File: config.mk
export PLATFORM = sky130hd
export DESIGN_NAME = gf_plane_const_mult
export DESIGN_NICKNAME = d
export VERILOG_FILES = /design/src/rtl/gf_plane_const_mult.sv
export SDC_FILE = /design/constraint.sdc
export NUM_CORES = 1
export LEC_CHECK = 0
export ABC_AREA = 1
export BUFFER_PORTS_ARGS = -buffer_cell sky130_fd_sc_hd__clkbuf_2
export CAP_MARGIN = 10
export CORE_ASPECT_RATIO = 2
export CORE_UTILIZATION = 56
export DETAILED_ROUTE_END_ITERATION = 8
export GPL_TIMING_DRIVEN = 0
export HOLD_SLACK_MARGIN = 0.06
export PLACE_DENSITY = 0.74
export SYNTH_ARGS = -nofsm -noshare
export SYNTH_HDL_FRONTEND = slang
export SYNTH_SLANG_ARGS = --single-unit
export TNS_END_PERCENT = 50
File: constraint.sdc
create_clock -name sys_clk_in -period 6 [get_ports sys_clk_in]
set_input_delay 0.3 -clock sys_clk_in [delete_from_list [all_inputs] [get_ports sys_clk_in]]
set_output_delay 0.3 -clock sys_clk_in [all_outputs]
set_load 0.02 [all_outputs]
File: src/rtl/gf_plane_const_mult.sv
// gf_plane_const_mult: bit-plane-serial GF(2^GF_WIDTH) constant multiplier over NUM_LANES parallel lanes
// Ports:
//   sys_clk_in, sys_reset_in          clock (rising edge), asynchronous active-high reset
//   start_in, const_in, busy_out      start request (IDLE only), constant latched on start, busy flag
//   plane_in, plane_valid_in,         operand bit-planes in, MSB first, bit i = lane i
//   plane_ready_out
//   prod_plane_out, prod_valid_out,   product bit-planes out, MSB first; last flags plane 0
//   prod_ready_in, prod_last_out
//   done_out                          one-cycle pulse after the final product plane is accepted
module gf_plane_const_mult #(
    parameter int                  GF_WIDTH  = 8,
    parameter int                  NUM_LANES = 8,
    parameter logic [GF_WIDTH-1:0] GF_POLY   = 8'h1B
) (
    input  logic                 sys_clk_in,
    input  logic                 sys_reset_in,
    input  logic                 start_in,
    input  logic [GF_WIDTH-1:0]  const_in,
    output logic                 busy_out,
    input  logic [NUM_LANES-1:0] plane_in,
    input  logic                 plane_valid_in,
    output logic                 plane_ready_out,
    output logic [NUM_LANES-1:0] prod_plane_out,
    output logic                 prod_valid_out,
    input  logic                 prod_ready_in,
    output logic                 prod_last_out,
    output logic                 done_out
);
    localparam int IW = (GF_WIDTH > 1) ? $clog2(GF_WIDTH) : 1;
    localparam logic [IW-1:0] TOP = IW'(GF_WIDTH - 1);

    typedef enum logic [1:0] {IDLE, LOAD, COMPUTE, DRAIN} state_t;

    state_t                             state_q;
    logic [GF_WIDTH-1:0][NUM_LANES-1:0] op_q, acc_q, acc_d, xt;
    logic [GF_WIDTH-1:0]                cval_q;
    logic [IW-1:0]                      idx_q, idx_d;
    logic                               done_q, last_idx;

    assign last_idx = idx_q == '0;
    assign idx_d    = last_idx ? TOP : idx_q - 1'b1;

    // Horner step on whole planes: every lane's accumulator is multiplied by x and
    // reduced at once, then the operand is added when the current constant bit is set.
    always_comb begin
        xt[0] = acc_q[GF_WIDTH-1] & {NUM_LANES{GF_POLY[0]}};
        for (int j = 1; j < GF_WIDTH; j++)
            xt[j] = acc_q[j-1] ^ (acc_q[GF_WIDTH-1] & {NUM_LANES{GF_POLY[j]}});
        acc_d = xt ^ (cval_q[idx_q] ? op_q : '0);
    end

    always_ff @(posedge sys_clk_in or posedge sys_reset_in) begin
        if (sys_reset_in) begin
            state_q <= IDLE;
            op_q    <= '0;
            acc_q   <= '0;
            cval_q  <= '0;
            idx_q   <= '0;
            done_q  <= 1'b0;
        end else begin
            done_q <= 1'b0;
            case (state_q)
                IDLE: if (start_in) begin
                    cval_q  <= const_in;
                    acc_q   <= '0;
                    idx_q   <= TOP;
                    state_q <= LOAD;
                end
                LOAD: if (plane_valid_in) begin
                    op_q[idx_q] <= plane_in;
                    idx_q       <= idx_d;
                    if (last_idx) state_q <= COMPUTE;
                end
                COMPUTE: begin
                    acc_q <= acc_d;
                    idx_q <= idx_d;
                    if (last_idx) state_q <= DRAIN;
                end
                DRAIN: if (prod_ready_in) begin
                    idx_q  <= idx_d;
                    done_q <= last_idx;
                    if (last_idx) state_q <= IDLE;
                end
                default: state_q <= IDLE;
            endcase
        end
    end

    assign busy_out        = state_q != IDLE;
    assign plane_ready_out = state_q == LOAD;
    assign prod_valid_out  = state_q == DRAIN;
    assign prod_plane_out  = prod_valid_out ? acc_q[idx_q] : '0;
    assign prod_last_out   = prod_valid_out && last_idx;
    assign done_out        = done_q;
endmodule

==> impl_metrics.json, run 1 <==
{
  "dr_total_vias": 7173,
  "cpPeakStageDelay_ps": 430,
  "synth_fp_nets": 1026,
  "synth_seq_area_share_pct": 46.6,
  "syn_inst": 997,
  "syn-cell-area_um2": 7630,
  "cts.htree.levels": 4,
  "setup.worst_path.start_class": "register",
  "placed_cell_area_um2": 8020,
  "die_w_um": 84.5,
  "synthArstFlopShare_pct": 100,
  "final_cell_area_um2": 8620,
  "p_per_area_nw_per_um2": 579,
  "synth_top_area_share_pct": 46.6,
  "period_needed_ps": 2750,
  "fin_tns_setup_ps": 0,
  "synth.avg_cell_area_um2": 7.65,
  "peakVddDrop_mv": 0.399,
  "hpwl_um": 17700,
  "path_delay_family": "buffers and inverters",
  "die_area_um2": 14100,
  "dp_slack_ps": 3620,
  "num_io_pins": 34,
  "crit_top_cell": "clkbuf_1",
  "crit_type": "reg -> out",
  "synth_area_leaders": "dfrtp_1 (47%), nand2_1 (16%), o21ai_0 (9.7%)",
  "gp_congestion": 0.973,
  "clockRootBuffer": "clkbuf_16",
  "cp.arrival_ps": 2450,
  "drt_iter0_markers": 686,
  "slew_violations": 0,
  "insertion_delay_ps": 430,
  "crit_path_max_fanout": 10,
  "clock_skew_ps": 7.48,
  "finalCritPeriodShare_pct": 45.8,
  "yosysTopAreaCell": "dfrtp_1",
  "path_cells": "buf_4 -> clkbuf_1 -> clkbuf_1 -> o211ai_1 -> a31oi_1 -> clkbuf_2",
  "routed_wl_um": 24500,
  "cts_buffer_depth": 2,
  "cts_hold_repair.buffers": 2,
  "start_util_pct": 57.1,
  "clk_pin_slew_ps": 60,
  "rsz0062_at_grt": "no",
  "min_path_type": "in -> reg",
  "core_area_um2": 13400,
  "multi_input_area_um2": 3330,
  "highest_layer": "met4",
  "tightest_slew_ps": 1080,
  "required_ps": 5700,
  "drive_gt1_share_pct": 10.7,
  "seqCellArea_um2": 3550,
  "ant_nets": 0,
  "die_y_um": 167,
  "numCtsBuffers": 17,
  "cts_tree": "done",
  "diodes": 0,
  "synth_edf_count": 0,
  "leakage_uw": 0.00448,
  "antenna_found_initial": 0,
  "synth_ff_type": "dfrtp_1",
  "detail_route.wl_per_cell_um": 20.1,
  "synthTopCellsByCount": "nand2_1 (322), o21ai_0 (148), dfrtp_1 (142)",
  "n_fill_cell": 1206,
  "fin_ws_ps": 3250,
  "met2_length_um": 12200,
  "vias_per_cell": 5.88,
  "timing.critical_path.buf_inv": 4,
  "cts_setup_buffers": 0,
  "synth_cell_types": 31,
  "grt_start_max_net_pins": 92,
  "grt_overflow": 0,
  "endpoint_kind": "output pin",
  "status": "complete, no violations",
  "nets": 1081,
  "dr_wl_met3_um": 1330,
  "drcViolationCount": 0,
  "setup_violations": 0,
  "yosysMostFrequentCell": "nand2_1",
  "synthToLayoutAreaGrowth_pct": 13.0,
  "grt_pass1_vias": 7002,
  "hold_viol_final": 0,
  "portBuffers": 33,
  "track_usage_pct": 36.6,
  "wl_met1_um": 8570,
  "p_total_uw": 4990,
  "fmax_ghz": 0.364,
  "slew_headroom_pct": 27.3,
  "first_pass_iters": 5,
  "grt_pass1_wl_um": 38000,
  "ys_ff_latch": 142,
  "cts.sinks": 142,
  "ys_warn_count": 0,
  "drv_cap": 0,
  "slowest_stage": "clkbuf_1",
  "fp-row-count": 60,
  "cts.repair.resized": 0
}
## cells in the final DEF, fill, tap and decap left out, drive strengths merged, types with 2 or more instances in the layout
master	instances
a41oi	4
dlygate4sd3	2
nand2	323
o21ai	149
or2	3
xnor2	25
buf	29
a31oi	4
nor2	14
nand3	130
o2bb2ai	2
dfrtp	142
o211ai	19
clkbuf	86
ha	8
o21a	3
a21oi	8
inv	101
clkinvlp	3
clkinv	4
## tightest hold or removal path: cells and delay by family
kind | cells | cell delay, ps
buffers and inverters | 1 | 70
and+or+nand+nor | 2 | 80
## layer usage
layer,up-vias,GRT usage [%]
li1,3346,-
met1,3395,38.6
met2,313,61.6
met3,119,6.69
met4,0,32.1
met5,-,0
## cell type report
cell class,instances,area share (%)
Buffer,61,4.43
Clock buffer,20,5.30
Tap cell,155,2.25
Sequential cell,142,41.2
Timing Repair Buffer,36,2.47
Inverter,97,4.28
Multi-Input combinational cell,697,38.6
Clock inverter,12,1.45
## logic make-up after synthesis
logic type,synth area share (%)
fa+ha+maj,1.31
simple gates,25.7
flops,46.6
buf+inv,9.78
compound gates,13.8
xor+xnor,2.87
## registers in the layout, indices dropped and copies added, names as in the netlist
| name | cells |
|---|---|
| acc_q | 64 |
| op_q | 64 |
| done_out | 1 |
| idx_q | 3 |
| state_q | 2 |
| cval_q | 8 |
## worst paths after layout
kind / slack [ps] / endpoint / startpoint / cells after the start
worst max-delay path: 3250 / prod_plane_out[0] / idx_q[0] / 6
worst min register to register: 480 / cval_q[6] / cval_q[6] / 2
min in group asynchronous: 450 / op_q[18] / sys_reset_in / 3
max in group asynchronous: 4720 / acc_q[23] / sys_reset_in / 4
worst min-delay path: 60 / cval_q[6] / const_in[6] / 3
worst max register to register: 3600 / op_q[30] / state_q[1] / 7
## where the power goes
part           switching (uW)  leakage [uW]  internal (uW)
registers                 336       0.00187           1300
logic                    1530       0.00233            775
clock network             447      0.000276            602
total                    2310       0.00448           2680
## metrics by stage
step / util [%] / std cells / hold WS (ps)
final: 64.5 / 1220 / 64.5
after global routing: 64.5 / 1220 / 74.4
after detailed placement: 60.0 / 1186 / 369
after floorplan: - / 997 / 410
after CTS: 64.5 / 1220 / 66.9
after global placement: 59.8 / 1185 / 462
Note: power is estimated with default switching activity, not from simulation.
==> run 2, diff against run 1 <==
- ABC_AREA: 1 -> 0
- PLACE_DENSITY: 0.74 -> 0.76
- clock period: 6 -> 2.4 ns (I/O delays scaled with it)
==> run 2 against run 1 <==
The flow now finishes with violations (design-rule violations). Critical path depth unchanged. Design area up 1.7%. Hold slack better by 44 ps. Sequential share of layout area down 0.69 points. Sequential cell count unchanged. Combinational power rose to 2.9 times the previous value. Worst setup slack worse by 3200 ps. Sequential power rose to 2.8 times the previous value. Via count down 12%. Die area down 0.98%. Register-to-register slack worse by 3500 ps. Critical path type unchanged.
==> impl_metrics.json, run 2 <==
{
  "required_ps": 2280,
  "yosys.area_share.adder_pct": 1.33,
  "synth_top_family_by_area": "simple AND/OR/NAND/NOR gates",
  "drcViolationCount": 11,
  "routed_wl_um": 24000,
  "clockRootBuffer": "clkbuf_16",
  "period_needed_ps": 2380,
  "finalCritPeriodShare_pct": 99.1,
  "fp-row-count": 59,
  "fmax_ghz": 0.420,
  "synth.avg_cell_area_um2": 11.3,
  "grt_start_max_net_pins": 41,
  "vias_per_cell": 7.05,
  "ant_nets": 0,
  "setup.worst_path.start_class": "register",
  "clk_pin_slew_ps": 60,
  "leakage_uw": 0.00399,
  "die_y_um": 166,
  "fin_util_pct": 67.1,
  "insertion_delay_ps": 420,
  "cp.arrival_ps": 2260,
  "hpwl_um": 16200,
  "synth_xor_area_share_pct": 2.78,
  "reg2reg_setup_slack_ps": 80,
  "synthTopCellsByCount": "dfrtp_1 (142), mux2_2 (66), nand3_1 (65)",
  "synth_compound_area_share_pct": 11.9,
  "first_pass_iters": 7,
  "synth_seq_area_share_pct": 47.1,
  "drive_gt1_share_pct": 25.5,
  "dp_cells": 854,
  "fin_hold_ws_ps": 108,
  "antenna_found_initial": 0,
  "drt_iter0_markers": 706,
  "tightest_slew_ps": 777,
  "cts_tree": "done",
  "drv_cap": 0,
  "grt_pass1_wl_um": 37500,
  "nets": 761,
  "portBuffers": 33,
  "status": "complete, but fails checks",
  "cts_setup_buffers": 0,
  "clock_skew_ps": 7.91,
  "start_util_pct": 57.8,
  "yosysTopAreaCell": "dfrtp_1",
  "track_usage_pct": 36.2,
  "synthToLayoutAreaGrowth_pct": 16.1,
  "synthMuxAreaShare_pct": 15.5,
  "min_path_type": "in -> reg",
  "gp_congestion": 0.949,
  "layout_common_cells": "dfrtp_1 (142), mux2_2 (66), nand3_1 (65)",
  "synth_area_leaders": "dfrtp_1 (47%), mux2_2 (9.8%), mux4_2 (5.4%)",
  "yosysMostFrequentCell": "dfrtp_1",
  "synthArstFlopShare_pct": 100,
  "die_area_um2": 14000,
  "fin_tns_setup_ps": 0,
  "finalNonFillerCells": 896,
  "synth_cell_types": 32,
  "top_regs": "acc_q: 64 flops, op_q: 64 flops, cval_q: 8 flops",
  "synth_fp_nets": 695,
  "ys_warn_count": 0,
  "crit_path_max_fanout": 10,
  "violations": "design-rule violations",
  "peakVddDrop_mv": 0.682,
  "cts.htree.levels": 4,
  "dr_total_vias": 6313,
  "synth_top_area_share_pct": 47.1,
  "grt_overflow": 0,
  "syn-cell-area_um2": 7550,
  "synth_edf_count": 0,
  "setup_violations": 0,
  "p_per_area_nw_per_um2": 1610,
  "numCtsBuffers": 17,
  "die_w_um": 84.1,
  "cts.sinks": 142,
  "endpoint_kind": "output pin",
  "synth-simple-area-share_pct": 16.0,
  "synth_ff_type": "dfrtp_1",
  "hold_viol_final": 0,
  "crit_type": "reg -> out",
  "slew_headroom_pct": 48.1,
  "grt_pass1_vias": 6766,
  "diodes": 0,
  "syn_inst": 666,
  "final_common_cell": "dfrtp_1",
  "slew_violations": 0,
  "core_area_um2": 13100,
  "detail_route.wl_per_cell_um": 26.8,
  "num_io_pins": 34,
  "ys_ff_latch": 142,
  "cts_buffer_depth": 2
}
==> run 2: through the flow <==
step	worst slack [ps]	area [um^2]	power, uW
after CTS	-12.6	8730	13800
after global placement	-324	7910	10600
after floorplan	419	7550	8820
after global routing	-8.89	8770	14700
after detailed placement	-382	7970	10900
final	21.1	8770	14100
==> run 2: where the power goes <==
group / internal [uW] / leakage (uW) / switching [uW] / total (uW)
sequential: 3480 / 0.00180 / 1080 / 4560
clock: 1780 / 0.000306 / 1020 / 2800
combinational: 2810 / 0.00189 / 3920 / 6730
total: 8070 / 0.00399 / 6020 / 14100
==> run 2: logic make-up after synthesis <==
kind of cell               count (synthesis)
and+or+nand+nor                          196
DFF                                      142
xor gates and xnor gates                  24
muxes                                     86
AOI/OAI and AO/OA                        109
buffers and inverters                    101
adders and majority gates                  8
==> run 2: critical path, stage by stage (launching register included) <==
cell and delay [ps]:
dfrtp_1 420, clkbuf_4 300, buf_4 260, mux4_2 210
nand2_1 50, a21boi_0 340, clkbuf_2 250
==> run 2: cell type report <==
cell class | instances | area, um^2
Buffer | 55 | 280
Clock buffer | 20 | 457
Clock inverter | 11 | 165
Fill cell | 964 | 4300
Inverter | 46 | 176
Multi-Input combinational cell | 423 | 3610
Sequential cell | 142 | 3550
Tap cell | 152 | 190
Timing Repair Buffer | 47 | 335
==> run 2: path summary, 6_finish.rpt <==
path | start | to | cells after the start
worst max register to register | state_q[0] | acc_q[56] | 8
worst max-delay path | idx_q[2] | prod_plane_out[1] | 6
worst min-delay path | plane_in[3] | op_q[59] | 3
min in group asynchronous | sys_reset_in | op_q[7] | 3
max in group asynchronous | sys_reset_in | op_q[9] | 6
worst min register to register | cval_q[7] | cval_q[7] | 1
==> run 2: repair_timing <==
item	4_1_cts	5_1_grt
gates resized for setup	16	26
endpoints found under the hold margin	44	0
hold buffers	11	0
gates cloned	0	0
endpoints found under the setup margin	98	97
==> run 2: metal layers <==
layer,GRT usage [%],wire length (um)
met1,38.9,8170
met2,61.1,12200
met3,7.06,1590
met4,29.6,1980
met5,0,0
